File: src/rtl/seq_player.sv
// Buffered result-word store with a wrap-around browser for the 7-seg path.
// Optional timed auto-play is enabled by defining AUTO_PLAY_EN.
module seq_player #(
   parameter int DEPTH  = 10,
   parameter int WIDTH  = 32,
   parameter int AW     = 4,
   parameter int PERIOD = 50000000
) (
   input  logic             clk,
   input  logic             btn_rst_out_enable,
   input  logic             wr_stb,
   input  logic [WIDTH-1:0] wr_data,
   input  logic             clr,
   input  logic             nxt,
   input  logic             prv,
   input  logic             auto_tgl,
   output logic [WIDTH-1:0] rd_data,
   output logic [AW-1:0]    rd_idx,
   output logic [AW-1:0]    count,
   output logic             rd_valid,
   output logic             full,
   output logic             overflow,
   output logic             auto_on
);

   localparam logic [AW-1:0] DEPTH_C = AW'(DEPTH);
   localparam logic [AW-1:0] ONE     = AW'(1);

`ifdef AUTO_PLAY_EN
   localparam int TW = (PERIOD > 1) ? $clog2(PERIOD) : 1;
   localparam logic [TW-1:0] TERM = TW'(PERIOD - 1);

   typedef enum logic [1:0] {
      ST_EMPTY,
      ST_BROWSE,
      ST_AUTO
   } state_t;
`else
   typedef enum logic [1:0] {
      ST_EMPTY,
      ST_BROWSE
   } state_t;
`endif

   state_t           state_q, state_d;
   logic [AW-1:0]    count_q, count_d;
   logic [AW-1:0]    rd_idx_q, rd_idx_d;
   logic [WIDTH-1:0] rd_data_q, rd_data_d;
   logic             overflow_q, overflow_d;
   logic [WIDTH-1:0] mem_q [DEPTH];
   logic [WIDTH-1:0] mem_d [DEPTH];

   logic wr_ok;
   logic fwd;
   logic bwd;
   logic step_f;
   logic step_b;

`ifdef AUTO_PLAY_EN
   logic [TW-1:0] timer_q, timer_d;
`else
   logic unused_auto;
   assign unused_auto = auto_tgl | (PERIOD < 2);
`endif

   assign wr_ok = wr_stb && (count_q != DEPTH_C);
   assign fwd   = nxt && !prv;
   assign bwd   = prv && !nxt;

   always_comb begin
      state_d    = state_q;
      count_d    = count_q;
      rd_idx_d   = rd_idx_q;
      rd_data_d  = rd_data_q;
      overflow_d = overflow_q;
      mem_d      = mem_q;
      step_f     = 1'b0;
      step_b     = 1'b0;
`ifdef AUTO_PLAY_EN
      timer_d    = timer_q;
`endif

      if (clr) begin
         state_d    = ST_EMPTY;
         count_d    = '0;
         rd_idx_d   = '0;
         rd_data_d  = '0;
         overflow_d = 1'b0;
`ifdef AUTO_PLAY_EN
         timer_d    = '0;
`endif
      end else begin
         if (wr_stb && !wr_ok) begin
            overflow_d = 1'b1;
         end
         if (wr_ok) begin
            mem_d[count_q] = wr_data;
            count_d        = count_q + ONE;
         end

         unique case (state_q)
            ST_EMPTY: begin
               if (wr_ok) begin
                  state_d  = ST_BROWSE;
                  rd_idx_d = '0;
               end
            end
            ST_BROWSE: begin
               step_f = fwd;
               step_b = bwd;
`ifdef AUTO_PLAY_EN
               if (auto_tgl) begin
                  state_d = ST_AUTO;
                  timer_d = '0;
               end
`endif
            end
`ifdef AUTO_PLAY_EN
            ST_AUTO: begin
               step_b = bwd;
               // A manual pulse (even a cancelling nxt+prv) restarts the interval.
               if (nxt || prv) begin
                  step_f  = fwd;
                  timer_d = '0;
               end else if (timer_q == TERM) begin
                  step_f  = 1'b1;
                  timer_d = '0;
               end else begin
                  timer_d = timer_q + TW'(1);
               end
               if (auto_tgl) begin
                  state_d = ST_BROWSE;
                  timer_d = '0;
               end
            end
`endif
            default: begin
               state_d = ST_EMPTY;
            end
         endcase

         // Wrap limit deliberately uses the pre-write count.
         unique case (1'b1)
            step_f: begin
               rd_idx_d = (rd_idx_q == count_q - ONE) ? '0 : rd_idx_q + ONE;
            end
            step_b: begin
               rd_idx_d = (rd_idx_q == '0) ? count_q - ONE : rd_idx_q - ONE;
            end
            default: begin
            end
         endcase

         if (count_d == '0) begin
            rd_data_d = '0;
         end else if (wr_ok && (rd_idx_d == count_q)) begin
            rd_data_d = wr_data;
         end else begin
            rd_data_d = mem_q[rd_idx_d];
         end
      end
   end

   always_ff @(posedge clk or posedge btn_rst_out_enable) begin
      if (btn_rst_out_enable) begin
         state_q    <= ST_EMPTY;
         count_q    <= '0;
         rd_idx_q   <= '0;
         rd_data_q  <= '0;
         overflow_q <= 1'b0;
         for (int i = 0; i < DEPTH; i++) begin
            mem_q[i] <= '0;
         end
`ifdef AUTO_PLAY_EN
         timer_q    <= '0;
`endif
      end else begin
         state_q    <= state_d;
         count_q    <= count_d;
         rd_idx_q   <= rd_idx_d;
         rd_data_q  <= rd_data_d;
         overflow_q <= overflow_d;
         mem_q      <= mem_d;
`ifdef AUTO_PLAY_EN
         timer_q    <= timer_d;
`endif
      end
   end

   assign rd_data  = rd_data_q;
   assign rd_idx   = rd_idx_q;
   assign count    = count_q;
   assign rd_valid = (count_q != '0);
   assign full     = (count_q == DEPTH_C);
   assign overflow = overflow_q;
`ifdef AUTO_PLAY_EN
   assign auto_on  = (state_q == ST_AUTO);
`else
   assign auto_on  = 1'b0;
`endif

endmodule

File: config.mk
export PLATFORM = sky130hd
export DESIGN_NAME = seq_player
export DESIGN_NICKNAME = d
export VERILOG_FILES = /design/src/rtl/seq_player.sv
export SDC_FILE = /design/constraint.sdc
export NUM_CORES = 1
export LEC_CHECK = 0
export BUFFER_PORTS_ARGS = -buffer_cell sky130_fd_sc_hd__buf_2
export CORE_MARGIN = 2
export CORE_UTILIZATION = 34
export DETAILED_ROUTE_END_ITERATION = 8
export PLACE_DENSITY_LB_ADDON = 0.12
export SLEW_MARGIN = 20
export SYNTH_ARGS = -nofsm -noshare
export SYNTH_HDL_FRONTEND = slang
export SYNTH_SLANG_ARGS = --single-unit
File: constraint.sdc
create_clock -name clk -period 14.8 [get_ports clk]
set_input_delay 2.22 -clock clk [delete_from_list [all_inputs] [get_ports clk]]
set_output_delay 2.22 -clock clk [all_outputs]
set_load 0.01 [all_outputs]
After elaboration in Yosys (flattened, before gate mapping)
Index checks and enable logic that the tools add are counted.
{"block": "word_totals", "inputBits": 39, "out_inout_bits": 44, "regBits": 363}
{"block": "op_classes", "mux": 28, "addsub": 4, "order_cmp": 3, "eq_ne": 7, "reduce_logical": 16, "bitwise_logic": 3}
{"cell": "$bwmux 320", "n": 1}
{"cell": "$mux 32", "n": 6}
{"cell": "$bmux 32 s4", "n": 1}
{"cell": "$demux 32 s4", "n": 1}
{"cell": "$mux 4", "n": 9}
{"cell": "$ge 5x5->1 const B", "n": 2}
{"cell": "$not 4->5", "n": 2}
{"cell": "$add 4x1->4 const B", "n": 2}
{"cell": "$eq 4x4->1", "n": 2}
{"cell": "$logic_not 4->1", "n": 2}
{"cell": "$pmux 4 s2", "n": 1}
{"cell": "$sub 4x1->4 const B", "n": 2}
{"cell": "$logic_and 1x1->1", "n": 6}
{"cell": "$mux 1", "n": 6}
{"cell": "$lt 5x1->1 const B", "n": 1}
{"cell": "$eq 4x4->1 const B", "n": 1}
{"cell": "$mux 2", "n": 2}
{"cell": "$ne 4x4->1 const B", "n": 1}
{"cell": "$pmux 2 s2", "n": 1}
{"cell": "$reduce_and 2->1", "n": 2}
{"cell": "$reduce_bool 4->1", "n": 1}
{"cell": "$logic_not 1->1", "n": 3}
{"cell": "$ne 3x3->1 const B", "n": 1}
{"cell": "$eq 2x1->1 const B", "n": 1}
{"cell": "4 further kinds", "n": 4}

Depth between registers and ports, before layout
{"block": "logic_depth", "ltp_word": 13, "ltp_mapped": 13, "depth_no_buf": 10}

Least setup slack after synthesis
No wires, ideal clock.
{"block": "synth_timing", "path_type": "input-to-reg", "start": "input port nxt", "end": "register rd_data_q[12], in the netlist rd_data[12]", "arrival_time_ns": 3.955, "required_ns": 14.659, "cell_stages": 10, "setup_ns": 0.141, "setup_slack_ns": 10.704, "cell_sequence": "buf_2 -> nand3b_1 -> o2111ai_1 -> o211a_1 -> nor2_2 -> buf_4 -> clkbuf_1 -> a31oi_1 -> a22oi_1 -> a31oi_1"}
{"block": "synth_via", "elab_chain_cells": 13, "word_cells_on_any_way": 18, "cone_classes": "eq/ne: 1; mux: 12; bitwise: 1; reduce/logical: 4"}
{"item": "start: declaration", "line_no": "14", "text": "input logic nxt,"}
{"item": "$logic_not 1->1", "line_no": "68", "text": "assign bwd = prv && !nxt;"}
{"item": "$logic_and 1x1->1", "line_no": "68"}
{"item": "$mux 1", "line_no": "101", "text": "unique case (state_q)"}
{"item": "$mux 1", "line_no": "83", "text": "if (clr) begin"}
{"item": "$pmux 4 s2 (*)", "line_no": "143", "text": "unique case (1'b1)"}
{"item": "$mux 4 (*)", "line_no": "83"}
{"item": "$not 4->5 (implied by the code)", "line_no": "159", "text": "rd_data_d = mem_q[rd_idx_d];"}
{"item": "$bmux 32 s4", "line_no": "159"}
{"item": "$mux 32 (implied by the code) (2 in series)", "line_no": "159"}
{"item": "$mux 32 (*)", "line_no": "156", "text": "end else if (wr_ok && (rd_idx_d == count_q)) begin"}
{"item": "$mux 32 (*)", "line_no": "154", "text": "if (count_d == '0) begin"}
{"item": "$mux 32 (*)", "line_no": "83"}
{"item": "named net rd_data_d[12]", "line_no": "48", "text": "logic [WIDTH-1:0] rd_data_q, rd_data_d;"}
{"item": "end signal: assignment", "line_no": "181", "text": "rd_data_q <= rd_data_d;"}
{"item": "end: declaration", "line_no": "48"}
Mark *: on every way through the listed nets, which the timed path passes. The rest lies on a longest branch. The select of a mux whose other input is x is not followed.
A chain may end at the register's enable or synchronous reset.

Worst setup path in the final report
{"block": "layout_timing", "start": "input port nxt", "end": "register rd_data_q[22], in the netlist rd_data[22]"}
Same word-level chain as after synthesis.

==> out/qor.csv <==
metric;value;unit
status;completed;
crit_fanout;60;
synth-async-reset-ratio;1.00;
drt_iter0_drc;747;
synth-seq-area-share;0.529;
drv_cap;0;
drv_slew;0;
fin_crit_sh;0.354;
r2r-start;count[0];
grt_antenna_before_repair;2;
routed_wl;46400;µm
crit_type;in -> reg;
drive_above_1_share;0.359;
netlist_area;0.0171;mm²
postCtsSetupBuffers;0;
min_from;mem_q[156];
yosys_warnings;0;
boundaryPins;83;
numCtsBuffers;43;
slew_headroom;0.382;
place_congestion;0.753;
die_w;229;µm
overflow;0;
postCtsHoldBufs;0;
worstHoldPathType;reg -> reg;
timing.fmax;191;MHz
reg2reg_depth;12;
rsz0062_at_grt;no;
fin_crit;5.25;ns
ys_types;59;
grt_use_total;0.179;
setup_viol;0;
setup_tns;0;ns
root_buffer;clkbuf_16;
synth_most_common_cell;dfrtp_1;
hold_violations;0;
clkTransAtPathRegs;0.06;ns
dpl_cell_area;0.0180;mm²
power.density;138;mW/mm²
r2r_setup_slack;10.12;ns
hpwl;25000;µm
synth_edf_count;0;
synthCells;1517;
skew;0.0224;ns
grt_pass1_wl;72200;µm
core;0.0500;mm²
worstSetupEndpoint;rd_data[22];
synth-main-ff-cell;dfrtp_1;
die_area;0.0522;mm²
finish.utilization;0.389;
area_growth;13.4;%
routedWlPerCell;20.8;µm
grt_pass1_vias;11800;
design_area;0.0194;mm²
first_pass_iters;5;
synthesis.nets;1563;
cts_sinks;362;
r2r-end;rd_data[22];
synth_top_area_share;0.529;
avgSynthCellArea;11.3;µm²
rows;82;
finalNonFillerCells;2233;
ctsResizeCount;0;
portBuffers;80;
vias;11600;
antennaDiodeCount;0;
cts_tree;built;
leakagePower;9.23;nW
initial_core_util;0.343;
critPathArrivalTime;5.64;ns
start_kind;primary input;
synth_top_cell_by_area;dfrtp_1;
die_h;229;µm
worstPathRequired;15.19;ns
fin_nets;1572;
end_kind;flop;
worst_pin_slew;0.928;ns
ys_ff_latch;362;
ant_nets;0;
synth_commonest_cells;362 x dfrtp_1, 320 x mux2_2, 280 x nand2_1;
dpl.cell_count;2153;
htreeDepth;2;
ir_drop;0.0000688;V
clkLatencyLatePin;0.58;ns
netlist_top_cells_area;dfrtp_1 53%, mux2_2 21%, nand2_1 6.1%, a31oi_1 2.7%, a211oi_1 1.9%;
grt_max_degree;109;
viasPerCell;5.22;
startpoint;nxt;
nFillCells;4916;
drc;0;
cts_max_path_buffers;3;
## how the worst min path moves through the flow
stage | end | slack [ns] | cells after the start
after global routing | mem_q[258] | 0.50 | 1
after floorplan | mem_q[158] | 0.47 | 1
final | mem_q[156] | 0.49 | 1
after detailed placement | mem_q[259] | 0.48 | 1
after global placement | overflow | 0.48 | 2
after CTS | mem_q[259] | 0.50 | 1
## worst max-delay path, cell delays in order
cell	delay [ns]
buf_2	0.15
nand3b_1	0.25
a211oi_2	0.27
nor3_4	0.09
buf_4	0.31
nand2_4	0.46
buf_4	0.72
and2_1	0.62
nand3_1	0.15
o2111ai_1	0.15
a31oi_1	0.20
## kinds of logic (layout without fill, tap and decap cells)
family          Yosys count  count (layout)  synth area share
simple gates            427             427             0.114
flops                   362             362             0.529
xor+xnor                 12              12           0.00737
mux                     320             320             0.210
other cells               1               1          0.000219
buf+inv                 152             196            0.0413
compound gates          236             236            0.0929
fa+ha+maj                 7               7           0.00511
## cell usage in the layout, fill, tap and decap left out, types with 24 or more instances in the layout
master and instances:
mux2_2 320, clkbuf_16 44, nand2_1 270, buf_4 26, o21ai_1 31, and3_1 43
a31oi_1 74, nand3_1 24, dfrtp_1 362, nand2_2 37, a211oi_1 43, buf_2 80
## report_power, final
| part | switching (mW) | leakage, nW | total (mW) | internal [mW] |
|---|---|---|---|---|
| clock | 0.426 | 0.715 | 1.06 | 0.630 |
| sequential | 0.0619 | 4.82 | 1.19 | 1.13 |
| combinational | 0.240 | 3.69 | 0.432 | 0.192 |
| total | 0.728 | 9.23 | 2.68 | 1.95 |
## layout make-up
cell class	instances	area, µm²	share of cell area
Timing Repair Buffer	108	626	0.0322
Clock inverter	14	114	0.00586
Multi-Input combinational cell	1003	7450	0.383
Inverter	8	37.5	0.00193
Clock buffer	66	1310	0.0676
Tap cell	672	841	0.0433
Sequential cell	362	9060	0.466
## stage by stage
stage / total power, mW / setup WS [ns] / hold WS (ns)
floorplan: 1.52 / 2.53 / 0.471
global placement: 1.64 / 8.98 / 0.477
detailed placement: 1.65 / 8.94 / 0.484
CTS: 2.72 / 9.55 / 0.497
global route: 2.82 / 9.31 / 0.504
finish: 2.68 / 9.55 / 0.495
## routing by layer
layer	track usage	vias up	share of wire
met5	0	-	0.00050
met4	0.0507	4	0.022
met3	0.0306	72	0.037
met2	0.290	179	0.47
met1	0.246	5978	0.47
li1	-	5413	-
## registers in the layout (all words and copies together) (netlist names)
name	flops
count	4
mem_q	320
overflow	1
rd_data	32
rd_idx	4
state_q	1
No activity file was read; power rests on OpenSTA's default activity.
